===== config.mk =====
export PLATFORM = sky130hd
export DESIGN_NAME = alu_sequencer
export DESIGN_NICKNAME = d
export VERILOG_FILES = /design/src/rtl/alu_sequencer.sv
export SDC_FILE = /design/constraint.sdc
export NUM_CORES = 1
export LEC_CHECK = 0
export CAP_MARGIN = 20
export CELL_PAD_IN_SITES_DETAIL_PLACEMENT = 0
export CELL_PAD_IN_SITES_GLOBAL_PLACEMENT = 2
export CORE_ASPECT_RATIO = 0.6
export CORE_MARGIN = 2
export CORE_UTILIZATION = 33
export CTS_BUF_LIST = sky130_fd_sc_hd__clkbuf_16
export DETAILED_ROUTE_END_ITERATION = 8
export GPL_ROUTABILITY_DRIVEN = 0
export PLACE_DENSITY_LB_ADDON = 0.1
export SYNTH_ARGS = -nofsm -noshare
export SYNTH_HDL_FRONTEND = slang
export SYNTH_SLANG_ARGS = --single-unit

===== constraint.sdc =====
create_clock -name clk -period 12.8 [get_ports clk]
set_input_delay 1.92 -clock clk [delete_from_list [all_inputs] [get_ports clk]]
set_output_delay 1.92 -clock clk [all_outputs]
set_load 0.02 [all_outputs]

===== src/rtl/alu_sequencer.sv =====
// ============================================================================
//  Module      : alu_sequencer
//  Description : Operation controller in front of a 32-bit ALU datapath.
//                Accepts one operation at a time (start/ready handshake).
//                Single-cycle ops are sequenced through the external ALU.
//                Multiply (radix-2 Booth) and signed divide (restoring)
//                run iteratively inside this block. The result lands in a
//                HI:LO register pair, flagged by a one-cycle done pulse.
//  Ports       : clk, clr_n (sync active-low reset)
//                start/ready/busy/done  - handshake and status
//                op[11:0], x_in, y_in   - one-hot opcode and operands
//                result_hi, result_lo   - 2*BITS result
//                div_zero, op_err       - sticky flags, cleared on accept
//                alu_ctrl/alu_x/alu_y   - drive to the external ALU
//                alu_result             - result from the external ALU
//  Revision    : 1.0 - initial release
// ============================================================================
`default_nettype none

module alu_sequencer #(
  parameter int BITS  = 32,
  parameter int CNT_W = 6
) (
  input  logic              clk,
  input  logic              clr_n,
  input  logic              start,
  input  logic [11:0]       op,
  input  logic [BITS-1:0]   x_in,
  input  logic [BITS-1:0]   y_in,
  output logic              ready,
  output logic              busy,
  output logic              done,
  output logic [BITS-1:0]   result_hi,
  output logic [BITS-1:0]   result_lo,
  output logic              div_zero,
  output logic              op_err,
  output logic [11:0]       alu_ctrl,
  output logic [BITS-1:0]   alu_x,
  output logic [BITS-1:0]   alu_y,
  input  logic [2*BITS-1:0] alu_result
);

  typedef enum logic [2:0] {
    S_IDLE = 3'd0,
    S_EXEC = 3'd1,
    S_MUL  = 3'd2,
    S_DIV  = 3'd3,
    S_FIX  = 3'd4,
    S_DONE = 3'd5
  } state_t;

  localparam int OP_MUL = 2;
  localparam int OP_DIV = 3;

  state_t            state;
  state_t            state_nx;

  logic [11:0]       op_reg;
  logic [BITS-1:0]   x_reg;
  logic [BITS-1:0]   y_reg;
  logic [BITS:0]     acc;       // Booth accumulator A / division remainder R
  logic [BITS-1:0]   q;         // Booth multiplier Q / division quotient
  logic              qm1;       // Booth q-1 bit
  logic [CNT_W-1:0]  cnt;
  logic [BITS-1:0]   hi_reg;
  logic [BITS-1:0]   lo_reg;
  logic              dz_reg;
  logic              oe_reg;

  // --------------------------------------------------------------------------
  // Decode of the incoming request
  // --------------------------------------------------------------------------
  logic              op_onehot;
  logic              op_div_zero;
  logic [BITS-1:0]   x_in_mag;
  logic              last_iter;

  // A value is one-hot when it is non-zero and clearing its lowest set bit
  // leaves nothing behind.
  assign op_onehot   = (op != 12'd0) && ((op & (op - 12'd1)) == 12'd0);
  assign op_div_zero = op[OP_DIV] && (y_in == '0);
  assign x_in_mag    = x_in[BITS-1] ? (~x_in + 1'b1) : x_in;
  assign last_iter   = (cnt == CNT_W'(BITS-1));

  // --------------------------------------------------------------------------
  // Booth multiply step
  // --------------------------------------------------------------------------
  logic [BITS:0]     m_ext;
  logic [BITS:0]     booth_sum;
  logic [BITS:0]     mul_acc_nx;
  logic [BITS-1:0]   mul_q_nx;

  // Multiplicand is sign-extended into the extra accumulator bit so that
  // A - M stays exact when M = -2^(BITS-1).
  assign m_ext = {y_reg[BITS-1], y_reg};

  always_comb begin
    booth_sum = acc;
    case ({q[0], qm1})
      2'b01:   booth_sum = acc + m_ext;
      2'b10:   booth_sum = acc - m_ext;
      default: booth_sum = acc;
    endcase
  end

  // Arithmetic right shift of {A, Q, q-1}.
  assign mul_acc_nx = {booth_sum[BITS], booth_sum[BITS:1]};
  assign mul_q_nx   = {booth_sum[0], q[BITS-1:1]};

  // --------------------------------------------------------------------------
  // Restoring divide step on magnitudes
  // --------------------------------------------------------------------------
  logic [BITS-1:0]   y_mag;
  logic [BITS:0]     rem_sh;
  logic [BITS:0]     trial;
  logic [BITS-1:0]   quo_fix;
  logic [BITS-1:0]   rem_fix;

  // |-2^(BITS-1)| reads back correctly as an unsigned BITS-wide magnitude.
  assign y_mag  = y_reg[BITS-1] ? (~y_reg + 1'b1) : y_reg;
  // The remainder is always below |Y| <= 2^(BITS-1), so its low BITS bits
  // carry the whole value before the shift.
  assign rem_sh = {acc[BITS-1:0], q[BITS-1]};
  assign trial  = rem_sh - {1'b0, y_mag};

  // Truncating division: quotient sign from sign(X)^sign(Y), remainder
  // follows the dividend.
  assign quo_fix = (x_reg[BITS-1] ^ y_reg[BITS-1]) ? (~q + 1'b1) : q;
  assign rem_fix = x_reg[BITS-1] ? (~acc[BITS-1:0] + 1'b1) : acc[BITS-1:0];

  // --------------------------------------------------------------------------
  // State register
  // --------------------------------------------------------------------------
  always_ff @(posedge clk) begin
    if (!clr_n) begin
      state <= S_IDLE;
    end else begin
      state <= state_nx;
    end
  end

  // --------------------------------------------------------------------------
  // Next-state and handshake outputs
  // --------------------------------------------------------------------------
  always_comb begin
    state_nx = state;
    ready    = 1'b0;
    busy     = 1'b1;
    done     = 1'b0;
    alu_ctrl = 12'd0;
    case (state)
      S_IDLE: begin
        ready = 1'b1;
        busy  = 1'b0;
        if (start) begin
          if (!op_onehot || op_div_zero) begin
            state_nx = S_DONE;
          end else if (op[OP_MUL]) begin
            state_nx = S_MUL;
          end else if (op[OP_DIV]) begin
            state_nx = S_DIV;
          end else begin
            state_nx = S_EXEC;
          end
        end
      end
      S_EXEC: begin
        alu_ctrl = op_reg;
        state_nx = S_DONE;
      end
      S_MUL: begin
        if (last_iter) begin
          state_nx = S_DONE;
        end
      end
      S_DIV: begin
        if (last_iter) begin
          state_nx = S_FIX;
        end
      end
      S_FIX: begin
        state_nx = S_DONE;
      end
      S_DONE: begin
        done     = 1'b1;
        state_nx = S_IDLE;
      end
      default: begin
        state_nx = S_IDLE;
      end
    endcase
  end

  // --------------------------------------------------------------------------
  // Datapath registers
  // --------------------------------------------------------------------------
  always_ff @(posedge clk) begin
    if (!clr_n) begin
      op_reg <= 12'd0;
      x_reg  <= '0;
      y_reg  <= '0;
      acc    <= '0;
      q      <= '0;
      qm1    <= 1'b0;
      cnt    <= '0;
      hi_reg <= '0;
      lo_reg <= '0;
      dz_reg <= 1'b0;
      oe_reg <= 1'b0;
    end else begin
      case (state)
        S_IDLE: begin
          if (start) begin
            op_reg <= op;
            x_reg  <= x_in;
            y_reg  <= y_in;
            dz_reg <= 1'b0;
            oe_reg <= 1'b0;
            acc    <= '0;
            qm1    <= 1'b0;
            cnt    <= '0;
            if (!op_onehot) begin
              oe_reg <= 1'b1;
              hi_reg <= '0;
              lo_reg <= '0;
            end else if (op_div_zero) begin
              dz_reg <= 1'b1;
              hi_reg <= x_in;
              lo_reg <= '1;
            end else if (op[OP_MUL]) begin
              q <= x_in;
            end else if (op[OP_DIV]) begin
              q <= x_in_mag;
            end
          end
        end
        S_EXEC: begin
          hi_reg <= alu_result[2*BITS-1:BITS];
          lo_reg <= alu_result[BITS-1:0];
        end
        S_MUL: begin
          acc <= mul_acc_nx;
          q   <= mul_q_nx;
          qm1 <= q[0];
          cnt <= cnt + 1'b1;
          if (last_iter) begin
            hi_reg <= mul_acc_nx[BITS-1:0];
            lo_reg <= mul_q_nx;
          end
        end
        S_DIV: begin
          if (!trial[BITS]) begin
            acc <= trial;
            q   <= {q[BITS-2:0], 1'b1};
          end else begin
            acc <= rem_sh;
            q   <= {q[BITS-2:0], 1'b0};
          end
          cnt <= cnt + 1'b1;
        end
        S_FIX: begin
          lo_reg <= quo_fix;
          hi_reg <= rem_fix;
        end
        default: begin
        end
      endcase
    end
  end

  assign result_hi = hi_reg;
  assign result_lo = lo_reg;
  assign div_zero  = dz_reg;
  assign op_err    = oe_reg;
  assign alu_x     = x_reg;
  assign alu_y     = y_reg;

endmodule

`default_nettype wire


==> impl_metrics.ini <==
[global_route]
groute.usage.overall_pct = 26.64
gr-total-overflow = 0
grt_antenna_before_repair = 3
grt_pass1_wl_um = 106800
grt_start_max_net_pins = 68
grt_pass1_vias = 16280

[pwr]
vdd.ir_drop.worst_uv = 93.71
clkPwrFrac_pct = 21.8
internal-power_mw = 1.842
share_seq_of_total_power_pct = 26.6
pwr-share-comb_pct = 51.7
p_leak_nw = 7.650
power.switching_mw = 1.505
swShare_pct = 44.96
power_mw = 3.347
power.density_nw_per_um2 = 161.7

[die]
die-height_um = 177.8
die_w_um = 293.7
die_ar_um2 = 52230
ios = 288
design.core.area_um2 = 49580
rows = 63
start_util_pct = 33.52

[cts]
post_cts_buffers = 0
post_cts_hold_buffer_count = 0
cts.root.buffer_cell = sky130_fd_sc_hd__clkbuf_16
tritoncts_clock_tree = yes
ctsLongestPathBuffers = 3
post_cts_resize_count = 0
cts_max_level = 1
clk_pin_slew_worst_paths_ns = 0.06
worst_skew_pair.late_latency_ns = 0.57
cts_buffers = 26
clock-sinks = 217

[timing]
setup_tns_final_ns = 0
setup_repair_after_global_routing_missed_its_margin = no
setup_viol = 0
clock.fmax_mhz = 144.1
timing.clock.skew_ns = 0.01798
worst_slack_ns = 5.861
worst_tran_pin_value_ns = 1.027
worst_slew_slack_as_a_fraction_of_its_limit_pct = 29.77
timing.final.max_slew_violations = 0
final.min_clock_period_ns = 6.939
finalHoldViolCount = 0
final.period_utilization_pct = 54.21

[yosys]
seq_area_frac_synth_pct = 26.14
synth-warning-count = 0
number_of_enable_type_register_cells_in_the_synthesized_netlist = 0
postSynthRegisterBits = 217
async_reset_ff_share_pct = 0
postSynthCellCount = 2258
mappedNetlistNets = 2475
syn-cell-area_um2 = 16620
synth_ff_type = sky130_fd_sc_hd__dfxtp_1
synth_area_per_cell_um2 = 7.360
synthDistinctLibCells = 84

[route]
route.detailed.drc = 0
wl_per_cell_um = 23.13
avgViaCountPerCell = 5.733
routed_wirelength_um = 71760
drt-pass1-iter-count = 7
antenna_left = 0
dr_total_vias = 17780
drt_iter0_drc = 1704

[setup_path]
timing.critical_path.to_type = flip-flop
crit_path_max_fanout = 19
worst_ep_required_time_ns = 13.25
cp.arrival_ns = 7.39
timing_worst_setup_path_type = flip-flop to flip-flop
setup.worst_path.start_class = flip-flop

[layout]
nFillCells = 5135
most-common-layout-cells = 360 x sky130_fd_sc_hd__nand2_1, 286 x sky130_fd_sc_hd__clkdlybuf4s50_1, 266 x sky130_fd_sc_hd__a21oi_1
ff_latch_area_um2 = 4345
max_flop_register = acc
post_layout_nets = 2646
post_route_cells_drive_above_1_share_pct = 4.696
layout.cells.most_common = sky130_fd_sc_hd__nand2_1
multiInputGateArea_um2 = 11510
largest_register_ff_count = 33
area_delta_synth_final_pct = 24.55

[worst_hold_path]
timing.hold.worst.class = flip-flop to flip-flop

[run]
cap_violations = 0

[run_status]
status = finished clean

[placement]
detailedPlacementHpwl_um = 53830
portBuffers = 287
preCtsSetupSlack_ns = 5.663
## through the flow
| stage | utilization (%) | cell area, um^2 | hold WS [ns] | std cells |
|---|---|---|---|---|
| after floorplan | - | 16620 | 0.4319 | 2258 |
| after global placement | 40.04 | 19850 | 0.4383 | 3044 |
| after detailed placement | 40.04 | 19850 | 0.4422 | 3044 |
| after CTS | 41.64 | 20640 | 0.4509 | 3092 |
| after global routing | 41.74 | 20700 | 0.4709 | 3101 |
| final | 41.75 | 20700 | 0.4490 | 3102 |
## cell usage after synthesis (12+ instances only)
library cell | number | area [um^2]
sky130_fd_sc_hd__xnor2_1 | 115 | 1007
sky130_fd_sc_hd__o21ai_0 | 134 | 670.6
sky130_fd_sc_hd__nand3_1 | 20 | 100.1
sky130_fd_sc_hd__ha_1 | 72 | 900.9
sky130_fd_sc_hd__clkbuf_1 | 156 | 585.6
sky130_fd_sc_hd__a222oi_1 | 38 | 380.4
sky130_fd_sc_hd__o41ai_1 | 12 | 105.1
sky130_fd_sc_hd__inv_1 | 25 | 93.84
sky130_fd_sc_hd__nor3_1 | 40 | 200.2
sky130_fd_sc_hd__and3_1 | 29 | 181.4
sky130_fd_sc_hd__a21o_1 | 32 | 240.2
sky130_fd_sc_hd__and2_1 | 18 | 112.6
sky130_fd_sc_hd__dfxtp_1 | 217 | 4344
sky130_fd_sc_hd__a31oi_1 | 39 | 244.0
sky130_fd_sc_hd__nand2b_1 | 20 | 125.1
sky130_fd_sc_hd__o211ai_1 | 44 | 330.3
sky130_fd_sc_hd__xor2_1 | 85 | 744.5
sky130_fd_sc_hd__nor4_1 | 23 | 143.9
sky130_fd_sc_hd__or3_1 | 20 | 125.1
sky130_fd_sc_hd__nand2_1 | 361 | 1355
sky130_fd_sc_hd__a221oi_1 | 15 | 131.4
sky130_fd_sc_hd__o31ai_1 | 27 | 202.7
sky130_fd_sc_hd__nor2b_1 | 19 | 118.9
sky130_fd_sc_hd__nor2_1 | 182 | 683.2
sky130_fd_sc_hd__a21oi_1 | 266 | 1331
sky130_fd_sc_hd__mux2i_1 | 43 | 430.4
sky130_fd_sc_hd__a22oi_1 | 32 | 240.2
## layer usage
layer	routed length (um)	vias to the layer above	GRT usage [%]	part of all wire, %
li1	-	8522	-	-
met1	36250	8558	41.08	51
met2	28550	623	37.29	40
met3	5367	80	5.122	7.5
met4	1594	0	6.016	2.2
met5	0	-	0	0
## cell type report
class | instances | area share (%)
antenna | 3 | 0.03627
inverter | 26 | 0.4836
timing repair buffer | 323 | 15.14
tap | 650 | 3.929
clock buffer | 27 | 3.264
sequential | 217 | 20.99
multi-input combinational | 1835 | 55.60
clock inverter | 21 | 0.5621
## cell families after synthesis
group / after synthesis / share of synthesized area [%]
multiplexers: 45 / 2.725
adder cells (fa/ha/maj): 75 / 5.722
AO/OA/AOI/OAI: 735 / 28.62
XOR/XNOR: 200 / 10.54
AND/OR/NAND/NOR: 780 / 21.29
buffers and inverters: 206 / 4.961
flip-flops: 217 / 26.14
## worst max-delay path: stages, from the launching register on
cell	delay, ns
sky130_fd_sc_hd__dfxtp_1	0.35
sky130_fd_sc_hd__inv_1	0.08
sky130_fd_sc_hd__ha_1	0.18
sky130_fd_sc_hd__or3b_1	0.40
sky130_fd_sc_hd__or3_1	0.43
sky130_fd_sc_hd__nor3_1	0.63
sky130_fd_sc_hd__nand3_1	0.19
sky130_fd_sc_hd__nor3_1	0.20
sky130_fd_sc_hd__nand2b_1	0.15
sky130_fd_sc_hd__xor2_1	0.17
sky130_fd_sc_hd__ha_1	0.31
sky130_fd_sc_hd__o21ai_0	0.18
sky130_fd_sc_hd__nor2_1	0.09
sky130_fd_sc_hd__o41ai_1	0.42
sky130_fd_sc_hd__o221a_2	0.27
sky130_fd_sc_hd__o31ai_1	0.08
sky130_fd_sc_hd__buf_4	0.17
sky130_fd_sc_hd__a22oi_1	0.24
sky130_fd_sc_hd__a21oi_1	0.14
sky130_fd_sc_hd__a21o_1	0.20
sky130_fd_sc_hd__a21o_1	0.17
sky130_fd_sc_hd__ha_1	0.28
sky130_fd_sc_hd__buf_4	0.22
sky130_fd_sc_hd__inv_1	0.40
sky130_fd_sc_hd__nor2_1	0.13
sky130_fd_sc_hd__buf_4	0.22
sky130_fd_sc_hd__and3_1	0.20
sky130_fd_sc_hd__a221o_1	0.30
## final timing paths
kind,slack (ns),to,start,depth (start not counted)
max,5.86,acc[31]$_SDFFE_PN0P_,alu_y[0]$_SDFFE_PN0P_,27
min,0.45,op_reg[10]$_SDFFE_PN0P_,op_reg[10]$_SDFFE_PN0P_,2
max reg2reg,5.86,acc[31]$_SDFFE_PN0P_,alu_y[0]$_SDFFE_PN0P_,27
min reg2reg,0.45,op_reg[10]$_SDFFE_PN0P_,op_reg[10]$_SDFFE_PN0P_,2
## power by group through the flow
| stage | logic, mW | clock network, mW | registers, mW |
|---|---|---|---|
| after floorplan | 1.07 | 0 | 0.933 |
| final | 1.73 | 0.729 | 0.889 |
| after global placement | 1.70 | 0 | 0.902 |
| after global routing | 1.89 | 0.771 | 0.903 |
| after detailed placement | 1.70 | 0 | 0.902 |
| after CTS | 1.71 | 0.746 | 0.888 |
Power figures use the tool's default switching activity.
